--- src/rtl/fifo_async_read_arbiter.sv ---
// Round-robin arbiter sharing one async FIFO read port among NREQ consumers.
// Ports: read_clk/nrst_in, req_in, grant_out, fifo_empty_in, fifo_data_in,
//        fifo_read_out, data_out, valid_out, done_out.
module fifo_async_read_arbiter #(
    parameter int WIDTH = 8,
    parameter int NREQ  = 4,
    parameter int BURST = 4
) (
    input  logic             read_clk,
    input  logic             nrst_in,
    input  logic [NREQ-1:0]  req_in,
    output logic [NREQ-1:0]  grant_out,
    input  logic             fifo_empty_in,
    input  logic [WIDTH-1:0] fifo_data_in,
    output logic             fifo_read_out,
    output logic [WIDTH-1:0] data_out,
    output logic [NREQ-1:0]  valid_out,
    output logic             done_out
);

    localparam int IW = (NREQ > 1) ? $clog2(NREQ) : 1;
    localparam int CW = $clog2(BURST + 1);

    typedef enum logic [1:0] {
        IDLE  = 2'd0,
        READ  = 2'd1,
        DRAIN = 2'd2
    } state_t;

    state_t          r_state;
    state_t          w_state_nxt;
    logic [NREQ-1:0] r_grant;
    logic [IW-1:0]   r_gidx;
    logic [IW-1:0]   r_ptr;
    logic [CW-1:0]   r_cnt;
    logic [NREQ-1:0] r_valid;
    logic            r_done;
    logic            w_rd;
    logic            w_found;
    logic [IW-1:0]   w_pick;
    logic [IW-1:0]   w_idx;
    logic            w_last;

    // Round-robin search starts just after the last served consumer.
    always_comb begin
        w_found = 1'b0;
        w_pick  = '0;
        w_idx   = '0;
        for (int i = 1; i <= NREQ; i++) begin
            w_idx = IW'((int'(r_ptr) + i) % NREQ);
            if (!w_found && req_in[w_idx]) begin
                w_found = 1'b1;
                w_pick  = w_idx;
            end
        end
    end

    always_comb begin
        w_state_nxt = r_state;
        w_rd        = 1'b0;
        // The strobe taken at count BURST-1 is the final one of the burst.
        w_last      = (r_cnt == CW'(BURST - 1));
        unique case (r_state)
            IDLE: begin
                if (w_found) begin
                    w_state_nxt = READ;
                end
            end
            READ: begin
                w_rd = !fifo_empty_in && req_in[r_gidx]
                       && (r_cnt != CW'(BURST));
                if (!req_in[r_gidx] || (w_rd && w_last)) begin
                    w_state_nxt = DRAIN;
                end
            end
            DRAIN: begin
                w_state_nxt = IDLE;
            end
            default: begin
                w_state_nxt = IDLE;
            end
        endcase
    end

    always_ff @(posedge read_clk) begin
        if (!nrst_in) begin
            r_state <= IDLE;
        end else begin
            r_state <= w_state_nxt;
        end
    end

    always_ff @(posedge read_clk) begin
        if (!nrst_in) begin
            r_grant <= '0;
            r_gidx  <= '0;
            r_ptr   <= IW'(NREQ - 1);
            r_cnt   <= '0;
            r_valid <= '0;
            r_done  <= 1'b0;
        end else begin
            // Read data lands one cycle after the strobe; tag it then.
            r_valid <= w_rd ? r_grant : '0;
            r_done  <= (r_state == DRAIN);
            if (r_state == IDLE) begin
                r_cnt <= '0;
                if (w_found) begin
                    r_grant <= {{(NREQ-1){1'b0}}, 1'b1} << w_pick;
                    r_gidx  <= w_pick;
                end else begin
                    r_grant <= '0;
                end
            end else if (r_state == READ) begin
                if (w_rd) begin
                    r_cnt <= r_cnt + 1'b1;
                end
            end else begin
                // Pointer advances even on an empty burst to avoid starvation.
                r_grant <= '0;
                r_ptr   <= r_gidx;
            end
        end
    end

    assign grant_out     = r_grant;
    assign fifo_read_out = w_rd;
    assign data_out      = fifo_data_in;
    assign valid_out     = r_valid;
    assign done_out      = r_done;

endmodule
--- config.mk ---
export PLATFORM = sky130hd
export DESIGN_NAME = fifo_async_read_arbiter
export DESIGN_NICKNAME = d
export VERILOG_FILES = /design/src/rtl/fifo_async_read_arbiter.sv
export SDC_FILE = /design/constraint.sdc
export NUM_CORES = 1
export LEC_CHECK = 0
export ABC_AREA = 1
export CAP_MARGIN = 25
export CORE_MARGIN = 4
export CORE_UTILIZATION = 45
export CTS_CLUSTER_SIZE = 8
export DETAILED_ROUTE_END_ITERATION = 8
export PLACE_DENSITY = 0.89
export REMOVE_ABC_BUFFERS = 1
export SKIP_CTS_REPAIR_TIMING = 1
export SYNTH_ARGS = -nofsm -noshare
export SYNTH_HDL_FRONTEND = slang
export SYNTH_SLANG_ARGS = --single-unit
--- constraint.sdc ---
create_clock -name read_clk -period 1.7 [get_ports read_clk]
set_input_delay 0.34 -clock read_clk [delete_from_list [all_inputs] [get_ports read_clk]]
set_output_delay 0.34 -clock read_clk [all_outputs]
set_load 0.01 [all_outputs]
==> key figures, run 1 <==
Timing
  – Unrepaired setup endpoints after global routing: yes
  – Fin. max-slew vios: 0
  – Count of final setup violators: 0
  – Worst-Margin Slew: ~0.27 ns
  – Rel. slew slack: 0.8199
  – Period minus WS final: about 1.7 ns
  – Fmax: roughly 0.6 GHz
  – Final hold slack: 0.4482 ns
  – Fin Clk Skew: between 0.009 and 0.01 ns
  – Final Hold Fails: 0
  – Crit share post-route: 0.9938
  – Final setup TNS: 0 ns
  – Setup ws final: 0.01051 ns

Setup path
  – Worst EP arrival: 1.35 ns
  – R2R depth: 11
  – R2r startpoint: r_ptr[0]
  – Crit Path Category: reg2out
  – Critical Path Start Type: register
  – R2r endpoint: r_gidx[0]
  – CP max FO: 2
  – Worst EP required: 1.36 ns
  – Critical Path Sink Type: output port
  – Worst reg2reg setup slack: about 0.11 ns

Yosys
  – Ys flop type: dfxtp_1
  – Async SR Flop Fraction: 0
  – Yosys cell types: 23
  – Top post-synthesis cells by area: dfxtp_1, nand2_1, a21oi_1
  – Synth top area share: 0.3478
  – Seq/Total Area, Yosys: 0.3478
  – Number of flops mapped to enable cells by yosys: 0
  – Syn Area/Cell: slightly below 7 µm²
  – Cell accounting for the most synthesized area: dfxtp_1
  – Yosys reg bits: 18
  – Gate count after technology mapping: 154
  – Synthesized area: 0.001036 mm²
  – Ys Warns: 0

Run
  – Max-cap check violation count: 0

Finish
  – Final Instance Count excl. Fillers: 209
  – Area grow syn2layout: 31.88%
  – Layout cells sized above 1: 0.2928
  – N_diodes: 0
  – Layout Nets: 201

Routing
  – Vias after detailed routing: 1046
  – Final WL: 2350 µm
  – WL per Instance: 11.24 µm
  – Post-route ant nets: 0
  – 1st-iter DRT viols: 17
  – Via density: about 5
  – Post-route DRC violation count: 0
  – 1st-pass router iterations: 4

Die
  – Core Footprint: between 0.002 and 0.0025 mm²
  – Die Y: between 50 and 60 µm
  – Core Rows: 17
  – Die area: between 0.003 and 0.004 mm²
  – Num ports: 33
  – Die W: ~56 µm
  – Initial core utilization: 0.4683

Clock network
  – CTS tree: yes
  – CTS H-tree lvls: 1
  – Worst-Skew Late Latency: 0.29 ns
  – Clk slew on worst S/H paths: 0.10 ns
  – Clk root buf: clkbuf_4
  – Cts bufs inserted: 3
  – Clock Sinks: 18
  – Maximum clock path buffer count: 2

Min path
  – Hold Crit Depth: 1
  – HP Class: reg2reg
  – Hold path endpoint: done_out
  – Hold_sp: r_state[0]

Pwr
  – Pleak: roughly 0.67 nW
  – Worst IR Drop VDD: ~0.70 mV
  – Power Density: 1219 mW/mm²
  – Design Power: ~1.7 mW

Placed design
  – Final GP Congestion: between 0.8 and 0.9
  – Pre-CTS setup slack: -0.5854 ns
  – Dpl hpwl: approximately 1700 µm
  – Placed cell count: approximately 200
  – Number of port buffers: 16

Global route
  – Pin count of the biggest net entering global routing: 11
  – Global-route wire length before repair: around 3500 µm
  – Initial antenna violation count: 0
  – Global route overflow: 0
  – Vias in the first global route: 932
  – Total GRT Usage: 0.1357

Outcome
  – Status: finished clean
layout make-up:
class                           instances  area, µm²
Clock buffer                            3      22.52
Fill cell                             201      845.8
Inverter                               20      80.08
Multi-Input combinational cell        107      560.5
Sequential cell                        18      369.1
Tap cell                               28      35.03
Timing Repair Buffer                   33      299.0
placed cells by master (no fill, tap or decap), types with 3 or more instances in the layout:
cell type and count:
o21ai_1 3, nand2_1 41, dfxtp_2 4, inv_2 6, a21oi_1 12, dfxtp_1 13
nand2_2 11, buf_4 17, nor2_1 15, inv_1 11, nand3_1 5, o21ai_0 5
clkdlybuf4s50_1 11, clkbuf_4 3, dlymetal6s2s_1 4
how the worst max path moves through the flow:
stage,slack [ns],startpoint,endpoint,depth (start not counted)
global placement,-0.56,req_in[0],fifo_read_out,8
CTS,-0.61,r_cnt[0],fifo_read_out,8
detailed placement,-0.59,req_in[1],fifo_read_out,8
floorplan,0.25,r_cnt[0],fifo_read_out,7
finish,0.01,r_cnt[1],fifo_read_out,8
global route,-0.07,r_cnt[1],fifo_read_out,8
power breakdown:
part | switching [mW] | internal (mW)
Combinational | 0.504 | 0.374
Clock | 0.120 | 0.0823
Sequential | 0.0731 | 0.511
Total | 0.697 | 0.968
cells in the mapped netlist (2+ instances only):
cell type  number
a21oi_1        13
a21oi_2         2
buf_4           8
clkinv_1        2
dfxtp_1        18
ha_1            3
inv_1          15
inv_2           2
nand2_1        43
nand2_2         9
nand3_1         5
nand4_1         2
nor2_1         16
o21ai_0         7
through the flow:
step / cell area (µm²) / utilization
after detailed placement: 1265 / 0.5718
final: 1366 / 0.6176
after global routing: 1366 / 0.6176
after global placement: 1265 / 0.5718
after CTS: 1287 / 0.5820
after floorplan: 964.7 / -
worst max-delay path, stage by stage (launching register included):
cell and delay (ns):
dfxtp_2 0.35, inv_2 0.05, ha_4 0.16, a21oi_4 0.13, inv_2 0.06, nor2_4 0.10
nand2_2 0.07, inv_2 0.07, buf_6 0.09
registers in the layout (all words and copies together), names as in the netlist:
register and cells:
r_cnt 3, r_gidx 2, grant_out 4, valid_out 4
done_out 1, r_state 2, r_ptr 2
routing by layer:
| layer | wire (µm) | vias up | track usage |
|---|---|---|---|
| met5 | 0 | - | 0 |
| met4 | 26 | 0 | 0.05424 |
| met3 | 152 | 4 | 0.04872 |
| met2 | 1231 | 37 | 0.2471 |
| met1 | 939 | 475 | 0.1390 |
| li1 | - | 530 | - |
logic make-up after synthesis:
logic type,Yosys count,synth area share
AOI/OAI and AO/OA,25,0.1341
DFF,18,0.3478
and+or+nand+nor,79,0.3357
adders and majority gates,3,0.03624
buffers and inverters,29,0.1461
(Power assumes the default switching activity.)
==> run 2, diff against run 1 <==
--- a/config.mk
+++ b/config.mk
@@ -7,7 +7,6 @@
 export LEC_CHECK = 0
 export ABC_AREA = 1
 export CAP_MARGIN = 25
-export CORE_MARGIN = 4
 export CORE_UTILIZATION = 45
 export CTS_CLUSTER_SIZE = 8
 export DETAILED_ROUTE_END_ITERATION = 8
==> run 2 against run 1 <==
  * The flow now finishes with violations (negative setup slack)
  * Core utilization rose by 1.7 points
  * Wire length rose by 7.4%
  * Setup slack got worse by 0.085 ns
  * Sequential cell count did not move
  * Largest cell class unchanged
  * Sequential power barely moved
  * Design area rose by 1.8%
  * Via count rose by 5.4%
==> key figures, run 2 (synthesis results as in run 1) <==
Timing
  – Worst-Margin Slew: 0.2656 ns
  – Rel. slew slack: 0.8223
  – Period minus WS final: ~1.8 ns
  – Fmax: approximately 0.56 GHz
  – Fin. max-slew vios: 0
  – Final Hold Fails: 0
  – Setup ws final: -0.07453 ns
  – Unrepaired setup endpoints after global routing: yes
  – Crit share post-route: 1.044
  – Final setup TNS: -0.07453 ns
  – Fin Clk Skew: just under 0.004 ns
  – Count of final setup violators: 1

Die
  – Die area: roughly 0.0025 mm²
  – Initial core utilization: 0.4729
  – Core Rows: 17
  – Die W: about 50 µm
  – Core Footprint: 0.002191 mm²
  – Die Y: around 50 µm
  – Num ports: 33

Routing
  – 1st-pass router iterations: 4
  – Via density: roughly 5.2
  – 1st-iter DRT viols: 25
  – WL per Instance: between 10 and 15 µm
  – Final WL: around 2500 µm
  – Post-route ant nets: 0
  – Vias after detailed routing: 1102
  – Post-route DRC violation count: 0

Finish
  – Seq. cell area: 369.1 µm²
  – N_diodes: 0
  – Finished Core Util: 0.6351
  – Area grow syn2layout: 34.30%
  – Most common cell after layout, fill and taps aside: nand2_1
  – Most frequent cells in the layout: nand2_1, buf_4, nor2_1
  – Number of fill cells: 180
  – Cell area after layout: 0.001391 mm²
  – Area of the multi-input gates: approximately 550 µm²
  – Layout cells sized above 1: 0.3027
  – Layout Nets: 204

Setup path
  – Critical Path Sink Type: output port
  – Crit Path Category: reg2out
  – R2r endpoint: r_gidx[0]
  – R2R depth: 11
  – Setup crit end: fifo_read_out
  – CP max FO: 3
  – Critical Path Start Type: register
  – Worst EP arrival: 1.43 ns
  – Worst reg2reg setup slack: roughly 0.12 ns
  – CP startpoint: r_cnt[0]
  – Worst EP required: between 1 and 1.5 ns
  – R2r startpoint: r_ptr[0]

Global route
  – Global route overflow: 0
  – Initial antenna violation count: 0
  – Total GRT Usage: 0.2224
  – Pin count of the biggest net entering global routing: 11
  – Global-route wire length before repair: 4146 µm
  – Vias in the first global route: approximately 1.1k

Placed design
  – Final GP Congestion: 0.8878
  – Number of port buffers: 16
  – Placed Area: 0.001250 mm²
  – Pre-CTS setup slack: -0.6491 ns
  – Dpl hpwl: around 1900 µm

Min path
  – Hold_sp: r_state[0]
  – HP Class: reg2reg

Pwr
  – Design Power: 1.766 mW
  – Internal power: 1.039 mW
  – Clock power share: 0.152
  – Worst IR Drop VDD: about 0.73 mV
  – Combinational power share: 0.519
  – P_sw: 0.7271 mW
  – Pleak: between 0.6 and 0.7 nW
  – Power Density: around 1300 mW/mm²
  – Seq pwr share: 0.329
  – Switching share of power: 0.4116

Run
  – Max-cap check violation count: 0

Clock network
  – Clk slew on worst S/H paths: around 0.10 ns
  – Clock Sinks: 18
  – Cts bufs inserted: 3
  – CTS tree: yes
  – CTS H-tree lvls: 1
  – Worst-Skew Late Latency: ~0.31 ns
  – Clk root buf: clkbuf_4
  – Maximum clock path buffer count: 2

Outcome
  – Status: finished, violations left
  – Failing checks: negative setup slack
run 2: worst min-delay path by stage:
| stage | slack (ns) | cells after the start | end |
|---|---|---|---|
| 2_1_floorplan | 0.41 | 1 | done_out |
| 3_3_place_gp | 0.43 | 1 | done_out |
| 3_5_place_dp | 0.43 | 1 | done_out |
| 4_1_cts | 0.44 | 1 | done_out |
| 5_1_grt | 0.45 | 1 | done_out |
| 6_report | 0.45 | 1 | done_out |
run 2: cell type report:
class	instances	area share
multi-input combinational	107	0.3948
sequential	18	0.2653
timing repair buffer	36	0.2311
inverter	20	0.05755
clock buffer	4	0.02608
tap	28	0.02518
run 2: worst max-delay path: stages, from the launching register on:
cell	delay, ns
dfxtp_2	0.35
inv_2	0.05
ha_4	0.15
a21oi_2	0.14
inv_1	0.07
nor2_2	0.11
nand2_2	0.09
inv_2	0.07
buf_6	0.09
run 2: per-stage QoR:
step | hold WS [ns] | cells
global route | 0.4482 | 213
CTS | 0.4443 | 205
global placement | 0.4302 | 201
floorplan | 0.4114 | 145
detailed placement | 0.4323 | 201
finish | 0.4513 | 213
run 2: routing by layer:
layer,track usage,up-vias,wire length (µm)
li1,-,539,-
met1,0.2116,504,917
met2,0.3867,45,1359
met3,0.07407,14,124
met4,0.1714,0,123
met5,0,-,0
run 2: power by group through the flow:
stage	Sequential, mW	Clock (mW)	Combinational (mW)
after global routing	0.595	0.293	1.02
after detailed placement	0.583	0	0.811
after floorplan	0.595	0	0.503
after CTS	0.574	0.270	0.818
after global placement	0.581	0	0.770
final	0.582	0.268	0.917
